--- src/rtl/fx_ga_iocyc_if.sv ---
// ----------------------------------------------------------------------------
// fx_ga_iocyc_if
// Bundles the CPU-side access request and the device-side 16-bit bus used by
// the I/O cycle sequencer.
//   CPU side : start, rw, ben[3:0] (active-low), cpuDi[31:0] -> sequencer
//              cpuDo[31:0], readyn, busy, toErr           <- sequencer
//   Dev side : devA1, devBen[1:0], devDo[15:0], devRdn, devWrn <- sequencer
//              devDi[15:0], devBusyn                          -> sequencer
// Modports:
//   slave  - the sequencer itself
//   master - whatever drives the CPU request and models the devices
// ----------------------------------------------------------------------------
interface fx_ga_iocyc_if;
    logic        start;
    logic        rw;
    logic [3:0]  ben;
    logic [31:0] cpuDi;
    logic [31:0] cpuDo;
    logic        readyn;
    logic        busy;
    logic        toErr;
    logic        devA1;
    logic [1:0]  devBen;
    logic [15:0] devDo;
    logic [15:0] devDi;
    logic        devRdn;
    logic        devWrn;
    logic        devBusyn;

    modport slave (
        input  start, rw, ben, cpuDi, devDi, devBusyn,
        output cpuDo, readyn, busy, toErr, devA1, devBen, devDo, devRdn, devWrn
    );

    modport master (
        output start, rw, ben, cpuDi, devDi, devBusyn,
        input  cpuDo, readyn, busy, toErr, devA1, devBen, devDo, devRdn, devWrn
    );
endinterface

--- src/rtl/fx_ga_iocyc.sv ---
// ----------------------------------------------------------------------------
// fx_ga_iocyc
// I/O cycle sequencer for the gate array's 16-bit device bus. One CPU access
// of up to 32 bits (byte-enabled) becomes one or two 16-bit device cycles,
// each made of SETUP -> STROBE -> HOLD, followed by a single DONE cycle in
// which READYn is low and CPU_DO carries the assembled read data.
// Ports:
//   i_clk  - system clock
//   i_res  - synchronous reset, active-high
//   i_ce   - clock enable; all state and outputs freeze while low
//   bus    - fx_ga_iocyc_if.slave: CPU request/response and device bus
// Parameters:
//   SETUP_CYC  - CE-cycles of address/data before the strobe (1..15)
//   STROBE_MIN - minimum strobe width in CE-cycles (1..15)
//   HOLD_CYC   - CE-cycles of address/data after the strobe (1..15)
//   TIMEOUT    - strobe width at which a stalled device is abandoned
// ----------------------------------------------------------------------------
module fx_ga_iocyc #(
    parameter int unsigned SETUP_CYC  = 1,
    parameter int unsigned STROBE_MIN = 2,
    parameter int unsigned HOLD_CYC   = 1,
    parameter int unsigned TIMEOUT    = 255
) (
    input logic          i_clk,
    input logic          i_res,
    input logic          i_ce,
    fx_ga_iocyc_if.slave bus
);

    localparam logic [7:0] L_SETUP   = 8'(SETUP_CYC);
    localparam logic [7:0] L_STRMIN  = 8'(STROBE_MIN);
    localparam logic [7:0] L_HOLD    = 8'(HOLD_CYC);
    localparam logic [7:0] L_TIMEOUT = 8'(TIMEOUT);

    typedef enum logic [2:0] {
        S_IDLE,
        S_SETUP,
        S_STROBE,
        S_HOLD,
        S_DONE
    } state_t;

    state_t      r_state;
    logic [7:0]  r_cnt;
    logic        r_rw;
    logic [3:0]  r_ben;
    logic [31:0] r_cpuDi;
    logic [31:0] r_cpuDo;
    logic        r_half;
    logic        r_upperPend;
    logic        r_toErr;

    state_t      w_stateNext;
    logic [7:0]  w_cntNext;
    logic        w_accept;
    logic        w_needLower;
    logic        w_needUpper;
    logic        w_strobeExit;
    logic        w_timeout;
    logic        w_goUpper;
    logic        w_active;

    // Next-state logic. r_cnt is reused as the per-phase cycle counter; it is
    // reloaded with 1 on every phase entry so it always holds "cycles spent
    // in this phase including the current one", which makes it the strobe
    // width directly while in STROBE.
    always_comb begin
        w_stateNext  = r_state;
        w_cntNext    = r_cnt;
        w_accept     = 1'b0;
        w_strobeExit = 1'b0;
        w_timeout    = 1'b0;
        w_goUpper    = 1'b0;
        w_needLower  = (bus.ben[1:0] != 2'b11);
        w_needUpper  = (bus.ben[3:2] != 2'b11);

        case (r_state)
            S_IDLE: begin
                if (bus.start) begin
                    w_accept  = 1'b1;
                    w_cntNext = 8'd1;
                    // An access with no bytes enabled completes without
                    // touching the device bus.
                    w_stateNext = (w_needLower || w_needUpper) ? S_SETUP : S_DONE;
                end
            end
            S_SETUP: begin
                if (r_cnt >= L_SETUP) begin
                    w_stateNext = S_STROBE;
                    w_cntNext   = 8'd1;
                end else begin
                    w_cntNext = r_cnt + 8'd1;
                end
            end
            S_STROBE: begin
                // A ready device wins over the timeout when both hold on the
                // same cycle, so TIMEOUT == STROBE_MIN still completes cleanly.
                if ((r_cnt >= L_STRMIN) && bus.devBusyn) begin
                    w_strobeExit = 1'b1;
                end else if (r_cnt >= L_TIMEOUT) begin
                    w_strobeExit = 1'b1;
                    w_timeout    = 1'b1;
                end
                if (w_strobeExit) begin
                    w_stateNext = S_HOLD;
                    w_cntNext   = 8'd1;
                end else begin
                    w_cntNext = r_cnt + 8'd1;
                end
            end
            S_HOLD: begin
                if (r_cnt >= L_HOLD) begin
                    w_cntNext = 8'd1;
                    if (r_upperPend) begin
                        w_goUpper   = 1'b1;
                        w_stateNext = S_SETUP;
                    end else begin
                        w_stateNext = S_DONE;
                    end
                end else begin
                    w_cntNext = r_cnt + 8'd1;
                end
            end
            S_DONE: begin
                w_stateNext = S_IDLE;
            end
            default: begin
                w_stateNext = S_IDLE;
            end
        endcase
    end

    // State register and access datapath. Reset takes priority over CE so an
    // access can be killed even while the enable is low.
    always_ff @(posedge i_clk) begin
        if (i_res) begin
            r_state     <= S_IDLE;
            r_cnt       <= 8'd0;
            r_rw        <= 1'b0;
            r_ben       <= 4'hF;
            r_cpuDi     <= 32'd0;
            r_cpuDo     <= 32'd0;
            r_half      <= 1'b0;
            r_upperPend <= 1'b0;
            r_toErr     <= 1'b0;
        end else if (i_ce) begin
            r_state <= w_stateNext;
            r_cnt   <= w_cntNext;
            r_toErr <= w_timeout;

            if (w_accept) begin
                r_rw        <= bus.rw;
                r_ben       <= bus.ben;
                r_cpuDi     <= bus.cpuDi;
                r_cpuDo     <= 32'd0;
                r_half      <= ~w_needLower;
                r_upperPend <= w_needLower & w_needUpper;
            end

            if (w_goUpper) begin
                r_half      <= 1'b1;
                r_upperPend <= 1'b0;
            end

            // Read data is captured on the strobe's exit edge; a device that
            // never released BUSYn returns all-ones for its half.
            if (w_strobeExit && r_rw) begin
                if (r_half) begin
                    r_cpuDo[31:16] <= w_timeout ? 16'hFFFF : bus.devDi;
                end else begin
                    r_cpuDo[15:0]  <= w_timeout ? 16'hFFFF : bus.devDi;
                end
            end
        end
    end

    // Address, byte enables and write data are only presented while a device
    // cycle is in progress; in IDLE and DONE the bus rests at its idle values.
    always_comb begin
        w_active = (r_state == S_SETUP) || (r_state == S_STROBE) || (r_state == S_HOLD);
    end

    assign bus.devA1  = w_active & r_half;
    assign bus.devBen = !w_active ? 2'b11 : (r_half ? r_ben[3:2] : r_ben[1:0]);
    assign bus.devDo  = !w_active ? 16'd0 : (r_half ? r_cpuDi[31:16] : r_cpuDi[15:0]);
    assign bus.devRdn = !((r_state == S_STROBE) && r_rw);
    assign bus.devWrn = !((r_state == S_STROBE) && !r_rw);
    assign bus.readyn = (r_state != S_DONE);
    assign bus.busy   = (r_state != S_IDLE);
    assign bus.toErr  = r_toErr;
    assign bus.cpuDo  = r_cpuDo;

endmodule

--- src/flat_wrapper.sv ---
// flat-port wrapper written by rule: the top's interface ports become plain ports
module fx_ga_iocyc_flat 
#(
    parameter int unsigned SETUP_CYC  = 1,
    parameter int unsigned STROBE_MIN = 2,
    parameter int unsigned HOLD_CYC   = 1,
    parameter int unsigned TIMEOUT    = 255
)
  (i_clk, i_res, i_ce, bus_start, bus_rw, bus_ben, bus_cpuDi, bus_devDi, bus_devBusyn, bus_cpuDo, bus_readyn, bus_busy, bus_toErr, bus_devA1, bus_devBen, bus_devDo, bus_devRdn, bus_devWrn);
  fx_ga_iocyc_if bus_i ();
  input logic i_clk;
  input logic i_res;
  input logic i_ce;
  input wire logic [$bits(bus_i.start)-1:0] bus_start;
  input wire logic [$bits(bus_i.rw)-1:0] bus_rw;
  input wire logic [$bits(bus_i.ben)-1:0] bus_ben;
  input wire logic [$bits(bus_i.cpuDi)-1:0] bus_cpuDi;
  input wire logic [$bits(bus_i.devDi)-1:0] bus_devDi;
  input wire logic [$bits(bus_i.devBusyn)-1:0] bus_devBusyn;
  output wire logic [$bits(bus_i.cpuDo)-1:0] bus_cpuDo;
  output wire logic [$bits(bus_i.readyn)-1:0] bus_readyn;
  output wire logic [$bits(bus_i.busy)-1:0] bus_busy;
  output wire logic [$bits(bus_i.toErr)-1:0] bus_toErr;
  output wire logic [$bits(bus_i.devA1)-1:0] bus_devA1;
  output wire logic [$bits(bus_i.devBen)-1:0] bus_devBen;
  output wire logic [$bits(bus_i.devDo)-1:0] bus_devDo;
  output wire logic [$bits(bus_i.devRdn)-1:0] bus_devRdn;
  output wire logic [$bits(bus_i.devWrn)-1:0] bus_devWrn;
  assign bus_i.start = bus_start;
  assign bus_i.rw = bus_rw;
  assign bus_i.ben = bus_ben;
  assign bus_i.cpuDi = bus_cpuDi;
  assign bus_i.devDi = bus_devDi;
  assign bus_i.devBusyn = bus_devBusyn;
  assign bus_cpuDo = bus_i.cpuDo;
  assign bus_readyn = bus_i.readyn;
  assign bus_busy = bus_i.busy;
  assign bus_toErr = bus_i.toErr;
  assign bus_devA1 = bus_i.devA1;
  assign bus_devBen = bus_i.devBen;
  assign bus_devDo = bus_i.devDo;
  assign bus_devRdn = bus_i.devRdn;
  assign bus_devWrn = bus_i.devWrn;
  fx_ga_iocyc #(.SETUP_CYC(SETUP_CYC), .STROBE_MIN(STROBE_MIN), .HOLD_CYC(HOLD_CYC), .TIMEOUT(TIMEOUT)) u_core (.i_clk(i_clk), .i_res(i_res), .i_ce(i_ce), .bus(bus_i));
endmodule
--- config.mk ---
export PLATFORM = sky130hd
export DESIGN_NAME = fx_ga_iocyc_flat
export DESIGN_NICKNAME = d
export VERILOG_FILES = /design/src/rtl/fx_ga_iocyc_if.sv /design/src/rtl/fx_ga_iocyc.sv /design/src/flat_wrapper.sv
export SDC_FILE = /design/constraint.sdc
export NUM_CORES = 1
export LEC_CHECK = 0
export ABC_CLOCK_PERIOD_IN_PS = 2950
export CAP_MARGIN = 20
export CORE_ASPECT_RATIO = 1.75
export CORE_MARGIN = 10
export CORE_UTILIZATION = 50
export DETAILED_ROUTE_END_ITERATION = 6
export HOLD_SLACK_MARGIN = 0.05
export PLACE_DENSITY = 0.86
export SYNTH_ARGS = -nofsm -noshare
export SYNTH_HDL_FRONTEND = slang
export SYNTH_SLANG_ARGS = --single-unit
--- constraint.sdc ---
create_clock -name i_clk -period 2.95 [get_ports i_clk]
set_clock_uncertainty 0.05 [all_clocks]
set_input_delay 0.59 -clock i_clk [delete_from_list [all_inputs] [get_ports i_clk]]
set_output_delay 0.59 -clock i_clk [all_outputs]
set_load 0.05 [all_outputs]
======== Word level (Yosys, flattened, before mapping) ========
Index checks and enable logic that the tools add are counted.
cells by class
  add/subtract/negate cells ............... 1
  $mul .................................... 0
  div/mod/pow operators ................... 0
  order comparisons ....................... 3
  equal/unequal tests ..................... 10
  shifts and indexed selects .............. 0
  muxes and demuxes ....................... 35
  bitwise logic cells ..................... 3
  reductions and logical operators ........ 19
operators with widths
  cell                 count
  $mux 16              5
  $mux 32              2
  $mux 8               3
  $pmux 8 s3           1
  $mux 3               6
  $mux 1               15
  $pmux 3 s4           1
  $add 8x1->8 const B  1
  $ge 8x1->1 const B   1
  $ge 8x2->1 const B   1
  $ge 8x8->1 const B   1
  $ne 2x2->1 const B   4
  $eq 3x2->1 const B   2
  $reduce_bool 3->1    2
  $reduce_and 5->1     1
  $logic_and 1x1->1    4
  $mux 2               2
  $ne 2x1->1 const B   2
  $reduce_and 2->1     2
  $eq 3x1->1 const B   1
  $logic_not 1->1      3
  $logic_not 3->1      1
  $logic_or 1x1->1     3
  $ne 3x3->1 const B   1
  5 further kinds      6
word-level totals
  register bits ........................... 83
  bits in latches ......................... 0
  memory bits (writable) .................. 0
  ROM bits ................................ 0
  bits of input ports ..................... 58
  output and inout port bits .............. 56
  logic and storage cells ................. 80
  memories kept ........................... 0

======== Logic depth before layout (Yosys ltp) ========
  depth in word-level cells ............... 7
  depth in mapped cells ................... 7
  gate-level depth less buffers ........... 6

======== Least setup slack after synthesis ========
Ideal clock, no wire load.
  kind .................................... reg2out
  start point ............................. register u_core.r_state[0]
  end point ............................... output port bus_devDo[10]
  arrival time ............................ 1.977 ns
  setup slack ............................. 0.333 ns
  stages on the path, launching flop included .. 7
  path buffers ............................ 3
  cell sequence ........................... dfxtp_1 -> clkbuf_8 -> nor2_1 -> or2_2 -> clkbuf_1 -> clkbuf_1 -> nor2_1
between the ends
  word-level cells in the longest chain between the ends .. 4
ends and longest elaborated chain
  item                                             line                RTL
  from (decl)                                      fx_ga_iocyc.sv:43   state_t r_state;
  from (signal assigned)                           fx_ga_iocyc.sv:147  r_state <= w_stateNext;
  $eq 3x1->1 / $eq 3x2->1 (equally long branches)  fx_ga_iocyc.sv:180  w_active = (r_state == S_SETUP) || (r_state == S_STROBE) || (r_state == S_HOLD);
  $logic_or 1x1->1                                 fx_ga_iocyc.sv:180
  $logic_or 1x1->1 *                               fx_ga_iocyc.sv:180
  $mux 16 *                                        fx_ga_iocyc.sv:185  assign bus.devDo = !w_active ? 16'd0 : (r_half ? r_cpuDi[31:16] : r_cpuDi[15:0]);
  to (decl)                                        flat_wrapper.sv:26  output wire logic [$bits(bus_i.devDo)-1:0] bus_devDo;
Every way passes the cells marked *; elsewhere a longest branch is shown, timed or not.

======== Worst setup path in the final report ========
  start point ............................. register u_core.r_state[1]
  end point ............................... output port bus_devWrn
between the ends
  word-level cells in the longest chain between the ends .. 3
ends and longest elaborated chain
  item               line                RTL
  $eq 3x2->1         fx_ga_iocyc.sv:187  assign bus.devWrn = !((r_state == S_STROBE) && !r_rw);
  $logic_and 1x1->1  fx_ga_iocyc.sv:187
  $logic_not 1->1    fx_ga_iocyc.sv:187
  to (decl)          flat_wrapper.sv:28  output wire logic [$bits(bus_i.devWrn)-1:0] bus_devWrn;
No other way between the ends.

==> metrics <==
outcome=finished clean; Area contributors post-synth=dfxtp_1, nand2_1, a221oi_1; diodes inserted=0; Total GRT Usage=0.186; setup_tns=0 ns; Synth Flop Type=dfxtp_1; area of the mapped netlist=0.00391 mm^2; Yosys top cell by area=dfxtp_1; clock latency on the worst-skew pair=0.34 ns; vias per inst=5.78; total grt overflow=0; Fmax=0.354 GHz; NumNets Final=625; TritonCTS clock tree=built; slowest cell on the critical path=clkdlybuf4s50_1; RSZ-0062 raised after global routing=no; DP Area=0.00507 mm^2; Fin. Hold Viols=0; final WL=11,200 um; GPL Wtd Cong=0.970; TritonCTS Buffers=9; Slew HR=0.516; P&R area growth vs syn=37.4%; maximum root-to-sink buffer count=2; Mean Syn Cell Area=8.47 um^2; post-synth top area share=0.425; syn nets=524; Synth async-reset ratio=0; Die Footprint=0.0119 mm^2; Pwr Total=2.79 mW; vias in the first global route=3,792; routed len/inst=17.0 um; layout cell share with drive strength beyond 1=0.120; Final Instance Area=0.00538 mm^2; P per Cell Area=518 mW/mm^2; VDD IR-drop max=0.000404 V; Startpoint Class=register; Synth warnings=0; Worst Tran Pin Value=0.726 ns; first-pass GRT wire length=18,100 um; Post-CTS Hold Buffers=0; number of synthesized flops with an enable pin=0; critical-path cell list=nor3b_4 > nand2b_1 > clkdlybuf4s50_1; Crit Path Category=register to output pin; core area=0.00762 mm^2; Max H-tree Level=3; Seq/Total Area, Yosys=0.425; most common cell in the synthesized netlist=nand2_1; DRT iter0 DRCs=267; max_cap viols=0; crit path capture type=output pin; Required @ worst endpoint=2.31 ns; I/O pins=114; Slew Limit Fails=0; Crit path largest cell delay=0.71 ns; HP Class=register to register; PostCTS Resize Cnt=0; Commonest cells post-synth=nand2_1, dfxtp_1, a21oi_1; Root Buffer=clkbuf_16; pre-CTS setup slack=0.424 ns; PortBufs=113; Final HPWL DP=8230 um; Initial Utilization=0.513; Synth Register Bits=83; DRC violations left=0; vias post-DR=3,790; Detailed Routing Iterations Pass 1=4; fin crit share=0.959; arrival time worst endpoint=2.19 ns; reg-to-reg slack, setup=0.72 ns; P_leak=1.92 nW; Period minus WS final=2.83 ns; std cell rows=42; worst-path fanout max=14; largest net degree at the start of global routing=50; Antenna Nets Post-Route=0; clock slew at reported path FFs=0.06 ns; chip height=137 um; initial antenna violation count=0; Die W=86.9 um; Final Worst Setup Slack=0.122 ns; Cells after Synth=462; synth unique cells=58; count of final setup violators=0; post-layout util=0.705; clock sinks=83; post-CTS setup buffer count=0
-- worst max-delay path, delay by kind of cell, from the launching register on --
family	cells	cell delay, ns
DFF	1	0.60
and+or+nand+nor	2	0.53
buffers and inverters	1	0.71
-- worst paths after layout --
path	depth (start not counted)	end	startpoint
hold reg to reg	2	u_core.r_cpuDi[23]$_SDFFE_PP0P_	u_core.r_cpuDi[23]$_SDFFE_PP0P_
setup reg to reg	6	u_core.r_cnt[5]$_SDFFE_PP0P_	u_core.r_cnt[1]$_SDFFE_PP0P_
hold / removal	2	u_core.r_cpuDi[23]$_SDFFE_PP0P_	u_core.r_cpuDi[23]$_SDFFE_PP0P_
setup / recovery	3	bus_devWrn	u_core.r_state[1]$_SDFFE_PP0P_
-- power by group --
| part | total (mW) | leakage [nW] | internal, mW | switching [mW] |
|---|---|---|---|---|
| combinational | 0.451 | 1.11 | 0.192 | 0.258 |
| sequential | 1.20 | 0.673 | 1.16 | 0.0418 |
| clock | 1.13 | 0.137 | 0.664 | 0.468 |
-- sequential cells by signal, indices dropped and copies added (netlist names) --
signal and count:
u_core.r_state 3, u_core.bus.toErr 1, u_core.r_upperPend 1, u_core.r_ben 4, u_core.r_cnt 8, u_core.r_half 1, u_core.r_cpuDi 32, u_core.bus.cpuDo 32
u_core.r_rw 1
-- placed cells by master (no fill, tap or decap), types with 2 or more instances in the layout --
cell type	instances
nand4_1	4
clkbuf_16	9
nand3b_1	6
a21oi_1	42
ha_1	4
mux2i_1	19
inv_1	25
nand2_1	115
clkdlybuf4s50_1	93
nand3_1	2
a221oi_1	33
a31oi_1	2
a21oi_2	2
nor3_1	5
or2_2	2
clkinvlp_4	3
nor2_1	24
o32ai_1	2
or4_1	2
dfxtp_1	83
buf_4	26
o211ai_1	2
o21ai_0	4
buf_12	5
nor4_1	3
nor4_4	2
a211o_1	2
or3_1	2
nand2b_1	7
a211oi_1	4
a211oi_2	2
-- routing by layer --
layer,global-route usage,part of all wire
met1,0.181,0.37
met3,0.0696,0.076
met5,0,0
met4,0.0976,0.036
met2,0.327,0.52
-- final cells by class --
type | count | area, um^2
clock buffer | 10 | 229
clock inverter | 6 | 72.6
fill | 587 | 2240
inverter | 25 | 93.8
multi-input combinational | 319 | 1980
sequential | 83 | 1660
tap | 88 | 110
timing repair buffer | 125 | 1230
-- logic make-up (layout without fill, tap and decap cells) --
logic type	after synthesis	in the layout	synth area share
buf+inv	60	166	0.0710
simple gates	190	190	0.238
fa+ha+maj	4	4	0.0128
mux	19	19	0.0486
compound gates	105	105	0.203
flops	83	83	0.425
xor+xnor	1	1	0.00224
-- through the flow --
| stage | hold WS (ns) | cells |
|---|---|---|
| after floorplan | 0.386 | 462 |
| after global placement | 0.392 | 640 |
| after detailed placement | 0.397 | 640 |
| after CTS | 0.405 | 656 |
| after global routing | 0.423 | 656 |
| final | 0.403 | 656 |
No activity file was read; power rests on OpenSTA's default activity.
